## config.mk

```make
export PLATFORM = sky130hd
export DESIGN_NAME = snl_turn_controller
export DESIGN_NICKNAME = d
export VERILOG_FILES = /design/src/rtl/snl_pkg.sv /design/src/rtl/snl_board_map.sv /design/src/rtl/snl_turn_controller.sv
export SDC_FILE = /design/constraint.sdc
export NUM_CORES = 1
export LEC_CHECK = 0
export ABC_AREA = 1
export BUFFER_PORTS_ARGS = -buffer_cell sky130_fd_sc_hd__buf_2
export CAP_MARGIN = 40
export CORE_MARGIN = 8
export CORE_UTILIZATION = 47
export DETAILED_ROUTE_END_ITERATION = 10
export GPL_ROUTABILITY_DRIVEN = 0
export PLACE_DENSITY = 0.71
export SYNTH_ARGS = -nofsm -noshare
export SYNTH_HDL_FRONTEND = slang
export SYNTH_SLANG_ARGS = --single-unit
```

## constraint.sdc

```tcl
create_clock -name clk_i -period 8.45 [get_ports clk_i]
set_clock_uncertainty 0.05 [all_clocks]
set_input_delay 0.845 -clock clk_i [delete_from_list [all_inputs] [get_ports clk_i]]
set_output_delay 0.845 -clock clk_i [all_outputs]
set_load 0.01 [all_outputs]
```

## src/rtl/snl_pkg.sv

```systemverilog
// Shared types, board geometry and the snake/ladder tables for the
// snakes-and-ladders turn controller.
package snl_pkg;

    typedef enum logic [2:0] {
        ST_IDLE     = 3'd0,
        ST_REQ_ROLL = 3'd1,
        ST_MOVE     = 3'd2,
        ST_CHECK    = 3'd3,
        ST_NEXT     = 3'd4,
        ST_DONE     = 3'd5
    } state_e;

    localparam int unsigned SNL_BOARD_MAX = 32'd100;

    localparam int unsigned N_LADDERS = 32'd7;
    localparam int unsigned N_SNAKES  = 32'd8;

    localparam int unsigned LADDER_FROM [N_LADDERS] = '{32'd4, 32'd9, 32'd21, 32'd28, 32'd51, 32'd72, 32'd80};
    localparam int unsigned LADDER_TO   [N_LADDERS] = '{32'd14, 32'd31, 32'd42, 32'd84, 32'd67, 32'd91, 32'd99};
    localparam int unsigned SNAKE_FROM  [N_SNAKES]  = '{32'd17, 32'd54, 32'd62, 32'd64, 32'd87, 32'd93, 32'd95, 32'd98};
    localparam int unsigned SNAKE_TO    [N_SNAKES]  = '{32'd7, 32'd34, 32'd19, 32'd60, 32'd36, 32'd73, 32'd75, 32'd79};

    // Single lookup: a destination square is returned as-is and never re-mapped.
    function automatic int unsigned map_square(input int unsigned sq);
        int unsigned res;
        res = sq;
        for (int i = 0; i < int'(N_LADDERS); i++) begin
            res = (LADDER_FROM[i] == sq) ? LADDER_TO[i] : res;
        end
        for (int i = 0; i < int'(N_SNAKES); i++) begin
            res = (SNAKE_FROM[i] == sq) ? SNAKE_TO[i] : res;
        end
        return res;
    endfunction

endpackage

```

## src/rtl/snl_board_map.sv

```systemverilog
// Combinational square remap: ladders climb, snakes slide, other squares pass through.
module snl_board_map
    import snl_pkg::*;
#(
    parameter int POS_W = 7
) (
    input  logic [POS_W-1:0] sq_i,
    output logic [POS_W-1:0] sq_o
);

    // Table lookup of the landing square.
    always_comb begin
        sq_o = POS_W'(map_square(32'(sq_i)));
    end

endmodule

```

## src/rtl/snl_turn_controller.sv

```systemverilog
// Turn scheduler: one shared dice source, sequenced move/remap/win/bonus
// handling and round-robin turn rotation for all players.
module snl_turn_controller
    import snl_pkg::*;
#(
    parameter int NUM_PLAYERS = 4,
    parameter int BOARD_MAX   = int'(SNL_BOARD_MAX),
    parameter int POS_W       = 7,
    parameter int MAX_BONUS   = 2,
    localparam int PW         = (NUM_PLAYERS > 1) ? $clog2(NUM_PLAYERS) : 1
) (
    input  logic                         clk_i,
    input  logic                         rst_ni,
    input  logic                         start_i,
    output logic                         roll_req_o,
    input  logic                         roll_valid_i,
    input  logic [2:0]                   roll_value_i,
    output logic                         roll_err_o,
    output logic [PW-1:0]                active_player_o,
    output logic [NUM_PLAYERS*POS_W-1:0] positions_o,
    output logic                         turn_done_o,
    output logic                         busy_o,
    output logic                         game_over_o,
    output logic [PW-1:0]                winner_o
);

    localparam int BW = (MAX_BONUS < 1) ? 1 : $clog2(MAX_BONUS + 1);
    localparam logic [POS_W:0]   BOARD_MAX_W = (POS_W + 1)'(BOARD_MAX);
    localparam logic [POS_W-1:0] BOARD_MAX_P = POS_W'(BOARD_MAX);
    localparam logic [PW-1:0]    LAST_PLAYER = PW'(NUM_PLAYERS - 1);
    localparam logic [BW-1:0]    BONUS_LIMIT = BW'(MAX_BONUS);

    state_e           state_q, state_d;
    logic [POS_W-1:0] pos_q [NUM_PLAYERS];
    logic [POS_W-1:0] pos_d [NUM_PLAYERS];
    logic [PW-1:0]    act_q, act_d;
    logic [PW-1:0]    winner_q, winner_d;
    logic [BW-1:0]    bonus_q, bonus_d;
    logic [2:0]       roll_q, roll_d;
    logic             err_q, err_d;

    logic [POS_W-1:0] cur_pos_s;
    logic [POS_W:0]   sum_s;
    logic [POS_W-1:0] mapped_s;
    logic             roll_legal_s;

    assign cur_pos_s    = pos_q[act_q];
    assign sum_s        = {1'b0, cur_pos_s} + (POS_W + 1)'(roll_q);
    assign roll_legal_s = (roll_value_i != 3'd0) && (roll_value_i != 3'd7);

    snl_board_map #(
        .POS_W (POS_W)
    ) u_board_map (
        .sq_i (sum_s[POS_W-1:0]),
        .sq_o (mapped_s)
    );

    // Next-state, position, turn and bonus logic.
    always_comb begin
        state_d  = state_q;
        pos_d    = pos_q;
        act_d    = act_q;
        winner_d = winner_q;
        bonus_d  = bonus_q;
        roll_d   = roll_q;
        err_d    = 1'b0;

        case (state_q)
            ST_IDLE, ST_DONE: begin
                if (start_i) begin
                    for (int i = 0; i < NUM_PLAYERS; i++) begin
                        pos_d[i] = '0;
                    end
                    act_d    = '0;
                    bonus_d  = '0;
                    winner_d = '0;
                    state_d  = ST_REQ_ROLL;
                end else begin
                    state_d = state_q;
                end
            end
            ST_REQ_ROLL: begin
                if (roll_valid_i && roll_legal_s) begin
                    roll_d  = roll_value_i;
                    state_d = ST_MOVE;
                end else if (roll_valid_i) begin
                    err_d = 1'b1;
                end else begin
                    state_d = ST_REQ_ROLL;
                end
            end
            ST_MOVE: begin
                // Overshooting the final square leaves the player in place.
                if (sum_s > BOARD_MAX_W) begin
                    pos_d[act_q] = cur_pos_s;
                end else begin
                    pos_d[act_q] = mapped_s;
                end
                state_d = ST_CHECK;
            end
            ST_CHECK: begin
                if (cur_pos_s == BOARD_MAX_P) begin
                    winner_d = act_q;
                    state_d  = ST_DONE;
                end else if ((roll_q == 3'd6) && (bonus_q < BONUS_LIMIT)) begin
                    bonus_d = bonus_q + BW'(1);
                    state_d = ST_REQ_ROLL;
                end else begin
                    state_d = ST_NEXT;
                end
            end
            ST_NEXT: begin
                act_d   = (act_q == LAST_PLAYER) ? '0 : act_q + PW'(1);
                bonus_d = '0;
                state_d = ST_REQ_ROLL;
            end
            default: begin
                state_d = ST_IDLE;
            end
        endcase
    end

    // State and datapath registers; reset abandons any move in flight.
    always_ff @(posedge clk_i or negedge rst_ni) begin
        if (!rst_ni) begin
            state_q  <= ST_IDLE;
            for (int i = 0; i < NUM_PLAYERS; i++) begin
                pos_q[i] <= '0;
            end
            act_q    <= '0;
            winner_q <= '0;
            bonus_q  <= '0;
            roll_q   <= 3'd0;
            err_q    <= 1'b0;
        end else begin
            state_q  <= state_d;
            pos_q    <= pos_d;
            act_q    <= act_d;
            winner_q <= winner_d;
            bonus_q  <= bonus_d;
            roll_q   <= roll_d;
            err_q    <= err_d;
        end
    end

    // Pack per-player positions onto the output bus.
    always_comb begin
        positions_o = '0;
        for (int i = 0; i < NUM_PLAYERS; i++) begin
            positions_o[i*POS_W +: POS_W] = pos_q[i];
        end
    end

    assign roll_req_o      = (state_q == ST_REQ_ROLL);
    assign turn_done_o     = (state_q == ST_CHECK);
    assign busy_o          = (state_q != ST_IDLE) && (state_q != ST_DONE);
    assign game_over_o     = (state_q == ST_DONE);
    assign roll_err_o      = err_q;
    assign active_player_o = act_q;
    assign winner_o        = winner_q;

endmodule
```

## Word level (Yosys, flattened, before mapping)

Cells that the tools add are included.

| word-level totals | value |
|---|---|
| word-level logic and storage cells | 109 |
| flip-flop bits (word level) | 41 |
| input port bits | 7 |
| output and inout port bits | 37 |

| operators by class | value |
|---|---|
| add/sub/neg operators | 3 |
| muxes and demuxes | 42 |
| eq/ne operators | 30 |
| reduce and logical (&&, ||, !) cells | 19 |
| bitwise logic cells | 1 |
| $lt $le $gt $ge | 4 |

Operator list:

| operator | number |
|---|---|
| 7-bit two-way mux | 18 |
| 28-bit bitwise mux | 2 |
| 28-bit two-way mux | 2 |
| 28-bit case mux with 2 select lines | 1 |
| 7-bit equality test (first input constant) | 7 |
| 5-bit by 7-bit equality test with 1-bit output (first input constant) | 3 |
| 6-bit by 7-bit equality test with 1-bit output (first input constant) | 3 |
| 3-bit two-way mux | 5 |
| 3-bit case mux with 5 select lines | 1 |
| 7-bit binary-select mux with 2-bit select | 1 |
| 7-bit demux with 2-bit select | 1 |
| 2-bit two-way mux | 5 |
| 3-bit equality test (second input constant) | 3 |
| 3-bit nonzero test | 3 |
| 7-bit by 3-bit adder with 8-bit output | 1 |
| 8-bit by 7-bit greater-than comparator with 1-bit output (second input constant) | 1 |
| 2-bit case mux with 2 select lines | 2 |
| 2-bit AND reduction | 4 |
| 3-bit by 7-bit equality test with 1-bit output (first input constant) | 1 |
| 4-bit by 7-bit equality test with 1-bit output (first input constant) | 1 |
| 7-bit equality test (second input constant) | 1 |
| 3-bit by 2-bit equality test with 1-bit output (second input constant) | 2 |
| 3-bit inequality test (second input constant) | 2 |
| 2-bit case mux with 3 select lines | 1 |
| other kinds (17) | 28 |

## Depth between registers and ports, before layout

| logic depth | value |
|---|---|
| word-level depth | 24 |
| mapped depth | 27 |
| gate-level depth less buffers | 26 |

## Hierarchy

A second synthesis with hierarchy kept.

| unflattened totals | value |
|---|---|
| cells, all modules | 455 |
| area total of the unflattened synthesis | 3,004.1 µm² |

By module, submodules not included:

| module | times used | area each (µm²) | cells each | seq. area each (µm²) |
|---|---|---|---|---|
| snl_turn_controller | 1 | 2,582.5 | 365 | 1,026.0 |
| snl_board_map | 1 | 421.7 | 90 | 0.0 |

## Worst setup path after synthesis

Ideal clock, no wire load.

| timing path | value |
|---|---|
| kind | flip-flop to flip-flop |
| start point | register act_q[0], in the netlist active_player_o[0] |
| end point | register pos_q (netlist bit positions_o[11]) |
| arrival time | 2.982 ns |
| slack | 5.302 ns |
| clock period less this slack | 3.148 ns |
| required time | 8.284 ns |
| setup time | 0.116 ns |
| stages on the path, launching flop included | 26 |
| buffers on the path | 1 |
| path through | dfrtp_1 > inv_2 > buf_2 > nand2_1 > nand3_1 > nand2_1 > inv_1 > ha_1 > inv_1 > fa_1 > inv_1 > a21oi_1 > nor2_2 > nand2_1 > nand2_2 > inv_2 > nor2_8 > nand2_2 > inv_2 > nand3_1 > inv_2 > a21oi_1 > nand2_1 > nand2_1 > nand2_1 > nand2_1 |

| between the ends | value |
|---|---|
| longest elaborated chain between the ends | 24 |
| elaborated cells between the ends (all ways) | 45 |
| those cells by class | add/sub: 1; order compare: 3; eq/ne: 15; mux: 24; bitwise: 1; reduce/logical: 1 |

RTL lines:

| item | RTL line | source |
|---|---|---|
| start: declaration | snl_turn_controller.sv:36 | `logic [PW-1:0] act_q, act_d;` |
| start signal: assignment | snl_turn_controller.sv:138 | `act_q <= act_d;` |
| 2-bit NOT with 3-bit output (implied by the code) (*) | snl_turn_controller.sv:47, snl_turn_controller.sv:95, snl_turn_controller.sv:97 |  |
| 7-bit binary-select mux with 2-bit select | snl_turn_controller.sv:47 | `assign cur_pos_s = pos_q[act_q];` |
| 7-bit two-way mux (implied by the code) (2 in a row) | snl_turn_controller.sv:47 |  |
| 7-bit by 3-bit adder with 8-bit output | snl_turn_controller.sv:48 | `assign sum_s = {1'b0, cur_pos_s} + (POS_W + 1)'(roll_q);` |
| 3-bit by 7-bit equality test with 1-bit output | snl_pkg.sv:29 | `res = (LADDER_FROM[i] == sq) ? LADDER_TO[i] : res;` |
| 7-bit two-way mux (7 in a row) | snl_pkg.sv:29 |  |
| 7-bit two-way mux (8 in a row) | snl_pkg.sv:32 | `res = (SNAKE_FROM[i] == sq) ? SNAKE_TO[i] : res;` |
| 28-bit bitwise mux | snl_turn_controller.sv:97 | `pos_d[act_q] = mapped_s;` |
| 28-bit two-way mux (*) | snl_turn_controller.sv:94 | `if (sum_s > BOARD_MAX_W) begin` |
| 28-bit case mux with 2 select lines (*) | snl_turn_controller.sv:68 | `case (state_q)` |
| end signal: assignment | snl_turn_controller.sv:137 | `pos_q <= pos_d;` |
| end: declaration | snl_turn_controller.sv:34 | `logic [POS_W-1:0] pos_q [NUM_PLAYERS];` |

Every way passes the cells marked *; elsewhere a longest branch is shown, timed or not. The select of a mux whose other input is x is not followed.
A chain may end at the register's enable or synchronous reset.

## Final worst setup path

| timing path | value |
|---|---|
| start point | register act_q[0], in the netlist active_player_o[0] |
| end point | register pos_q (netlist bit positions_o[21]) |

Same word-level chain as after synthesis.

==> impl_metrics.prom <==
# TYPE chip_impl_metric gauge
chip_impl_info{name="outcome",value="finished clean"} 1
chip_impl_metric{name="maximum_number_of_pins_on_one_net_before_global_route_repair",unit=""} 33
chip_impl_info{name="timing.hold.worst.class",value="in2async"} 1
chip_impl_metric{name="grt_usage",unit="%"} 19.3
chip_impl_metric{name="switching_share",unit="%"} 55.9
chip_impl_metric{name="cts-resized-gates",unit=""} 0
chip_impl_info{name="timing.critical_path.slowest_stage_cell",value="dfrtp_1"} 1
chip_impl_metric{name="place.port_buffers",unit=""} 43
chip_impl_metric{name="switching_power",unit="mW"} 0.750
chip_impl_metric{name="longest_individual_stage_delay_on_the_worst_path",unit="ns"} 0.61
chip_impl_metric{name="post-cts-setup-buffers",unit=""} 0
chip_impl_metric{name="register_share_of_total_power",unit="%"} 21.7
chip_impl_info{name="type_of_element_launching_the_critical_path",value="register"} 1
chip_impl_metric{name="fin_cells",unit=""} 566
chip_impl_metric{name="grt_pass1_vias",unit=""} 2999
chip_impl_metric{name="syn_inst",unit=""} 443
chip_impl_metric{name="overall_power_after_layout",unit="mW"} 1.34
chip_impl_metric{name="placed_cells",unit=""} 558
chip_impl_metric{name="count_of_filler_cells_inserted_in_the_layout",unit=""} 601
chip_impl_metric{name="synth.cell_area",unit="um^2"} 2960
chip_impl_info{name="synth_most_common_cell",value="nand2_1"} 1
chip_impl_metric{name="io-pin-count",unit=""} 44
chip_impl_metric{name="timing.final.max_slew_violations",unit=""} 0
chip_impl_metric{name="die_width",unit="um"} 95.4
chip_impl_metric{name="worstMarginPinSlew",unit="ns"} 0.743
chip_impl_info{name="grt_setup_unrepaired",value="no"} 1
chip_impl_metric{name="slew_limit_headroom",unit="%"} 50.3
chip_impl_metric{name="die_area",unit="um^2"} 9100
chip_impl_info{name="crit_top_cell",value="nand2_1"} 1
chip_impl_metric{name="achievable-frequency",unit="MHz"} 261
chip_impl_metric{name="critPathArrivalTime",unit="ns"} 3.96
chip_impl_metric{name="comb_power_share",unit="%"} 65.9
chip_impl_info{name="tritoncts",value="built"} 1
chip_impl_metric{name="async_flop_share",unit="%"} 100
chip_impl_metric{name="final_util",unit="%"} 54.1
chip_impl_metric{name="netlist-cell-type-count",unit=""} 34
chip_impl_metric{name="synth.top_cell.area_share",unit="%"} 34.6
chip_impl_metric{name="antenna_cells_inserted",unit=""} 0
chip_impl_metric{name="layout.nets",unit=""} 503
chip_impl_info{name="synth_common_cells",value="nand2_1, dfrtp_1, inv_1"} 1
chip_impl_metric{name="design_area",unit="um^2"} 3360
chip_impl_metric{name="number_of_max_cap_violations",unit=""} 0
chip_impl_info{name="worstSetupPathType",value="reg2reg"} 1
chip_impl_metric{name="power_density",unit="nW/um^2"} 400
chip_impl_metric{name="postSynthNetCount",unit=""} 458
chip_impl_metric{name="holdBufCountCts",unit=""} 0
chip_impl_metric{name="grt_first_pass_wirelength",unit="mm"} 13.9
chip_impl_metric{name="cts_buffers",unit=""} 5
chip_impl_metric{name="number_of_enable_type_register_cells_in_the_synthesized_netlist",unit=""} 0
chip_impl_metric{name="setup_tns",unit="ns"} 0
chip_impl_metric{name="synthesis.yosys.warnings",unit=""} 0
chip_impl_metric{name="ff_latch_area",unit="um^2"} 1030
chip_impl_metric{name="layout_min_cycle_time",unit="ns"} 3.83
chip_impl_metric{name="multi_input_comb_area",unit="um^2"} 1680
chip_impl_metric{name="int_pwr",unit="mW"} 0.592
chip_impl_metric{name="seq_area_frac_synth",unit="%"} 34.6
chip_impl_metric{name="power.clock.fraction",unit="%"} 12.4
chip_impl_info{name="cts_root_buf",value="clkbuf_8"} 1
chip_impl_metric{name="fin_crit_sh",unit="%"} 45.3
chip_impl_metric{name="syn_area_per_cell",unit="um^2"} 6.69
chip_impl_metric{name="r2r_setup_slack",unit="ns"} 4.62
chip_impl_metric{name="leakagePower",unit="nW"} 1.98
chip_impl_metric{name="hold_ws",unit="ns"} 0.363
chip_impl_metric{name="grt_antenna_before_repair",unit=""} 0
chip_impl_info{name="worstSetupEndpointType",value="register"} 1
chip_impl_metric{name="detail_route.wl_per_cell",unit="um"} 14.3
chip_impl_metric{name="ctsHtreeMaxLevel",unit=""} 2
chip_impl_metric{name="setup_ws",unit="ns"} 4.62
chip_impl_metric{name="hold_violations",unit=""} 0
chip_impl_metric{name="setup_violations",unit=""} 0
chip_impl_info{name="synth_top_area_cells",value="dfrtp_1, nand2_1, nand3_1"} 1
chip_impl_metric{name="cts.sinks",unit=""} 41
chip_impl_metric{name="detail_route.vias_per_cell",unit=""} 5.33
chip_impl_metric{name="grt_overflow_total",unit=""} 0
chip_impl_metric{name="max-clock-path-buffers",unit=""} 2
chip_impl_info{name="post-synth-top-area-cell",value="dfrtp_1"} 1
chip_impl_metric{name="core-area",unit="um^2"} 6200
chip_impl_info{name="crit_path_cell_trace",value="inv_2, nand2_1, nand3_1, nand2_1, inv_1, ha_1, inv_1, fa_1, xnor2_1, inv_1, nand2_1, inv_2, a21oi_2, nand3_2, nand2_4, inv_2, o211ai_1, nand2_1"} 1
chip_impl_metric{name="drive_gt1_share",unit="%"} 19.2
chip_impl_metric{name="crit_path_max_fanout",unit=""} 19
chip_impl_info{name="ys_dominant_reg_cell",value="dfrtp_1"} 1
chip_impl_metric{name="total_of_flip_flops_plus_latches_after_synthesis",unit=""} 41
chip_impl_metric{name="drc_markers",unit=""} 0
chip_impl_metric{name="drt.antenna.violating_nets",unit=""} 0
chip_impl_metric{name="clock_insertion_delay_worst_skew",unit="ns"} 0.30
chip_impl_metric{name="initialDrtViolationCount",unit=""} 204
chip_impl_metric{name="post-place-ws",unit="ns"} 4.67
chip_impl_metric{name="hpwl",unit="mm"} 6.32
chip_impl_metric{name="peakVddDrop",unit="mV"} 0.209
chip_impl_metric{name="core.rowCount",unit=""} 29
chip_impl_metric{name="dpl-instance-area",unit="um^2"} 3240
chip_impl_metric{name="timing.critical_path.required",unit="ns"} 8.58
chip_impl_metric{name="floorplan.initialDensity",unit="%"} 47.7
chip_impl_metric{name="die_height",unit="um"} 95.4
chip_impl_metric{name="drt-total-wl",unit="mm"} 8.12
chip_impl_metric{name="detail_route.first_pass.iterations",unit=""} 5
chip_impl_metric{name="areaGrowthSynthToFinish",unit="%"} 13.4
chip_impl_metric{name="via_count",unit=""} 3015
chip_impl_metric{name="clk_pin_slew",unit="ns"} 0.08
[path summary, 6_finish.rpt]
| check | startpoint | end | depth (start not counted) |
|---|---|---|---|
| max | active_player_o[0] | positions_o[21] | 18 |
| min | rst_ni | roll_err_o | 1 |
| max reg2reg | active_player_o[0] | positions_o[21] | 18 |
| min reg2reg | winner_o[0] | winner_o[0] | 2 |
| max in group asynchronous | rst_ni | active_player_o[0] | 2 |
| min in group clk_i | winner_o[0] | winner_o[0] | 2 |
[kinds of logic (layout without fill, tap and decap cells)]
logic type      count (synthesis)  after routing  synth area share, %
xor+xnor                        1              1                0.296
buf+inv                        60            106                 8.53
compound gates                 48             48                 9.21
simple gates                  285            285                 43.7
flops                          41             41                 34.6
fa+ha+maj                       8              8                 3.63
[flip-flops by register name, indices dropped and copies added (netlist names)]
register and cells:
active_player_o 2, roll_q 3, positions_o 28, winner_o 2, roll_err_o 1, state_q 3, bonus_q 2
[worst max-delay path: cells and delay by family, from the launching register on]
family,cells,cell delay (ns)
adders and majority gates,2,0.60
and+or+nand+nor,7,0.81
xor gates and xnor gates,1,0.36
DFF,1,0.61
buffers and inverters,6,0.92
AOI/OAI and AO/OA,2,0.37
[layout by cell type, fill, tap and decap left out, types with 2 or more instances in the layout]
cell type / count
a21oi_1: 22
buf_2: 43
clkbuf_8: 6
dfrtp_1: 41
ha_1: 7
inv_1: 40
inv_2: 13
nand2_1: 179
nand2_2: 8
nand2_4: 4
nand3_1: 33
nand3_2: 9
nand4_1: 10
nor2_1: 27
nor2_2: 5
nor3_1: 6
o211ai_1: 5
o21ai_0: 13
o31ai_1: 2
[layout make-up]
type                    instances  area share, %
clock buffers                   7           2.57
multi-input cells             342           50.1
flip-flops and latches         41           30.5
inverters                      54           6.03
well taps                      77           2.87
repair buffers                 44           7.00
clock inverters                 1          0.894
[power by group through the flow]
stage | Combinational [mW] | Clock, mW | Sequential [mW]
2_1_floorplan | 0.651 | 0 | 0.287
3_3_place_gp | 0.854 | 0 | 0.294
3_5_place_dp | 0.867 | 0 | 0.293
4_1_cts | 0.870 | 0.169 | 0.290
5_1_grt | 1.00 | 0.177 | 0.298
6_report | 0.885 | 0.166 | 0.291
[per-layer routing]
metal,vias up,track usage (%),routed length (um)
met5,-,0,0
met4,0,6.66,129
met3,12,3.46,462
met2,92,33.0,3940
met1,1412,23.9,3590
li1,1499,-,-
Note: power is estimated with default switching activity, not from simulation.
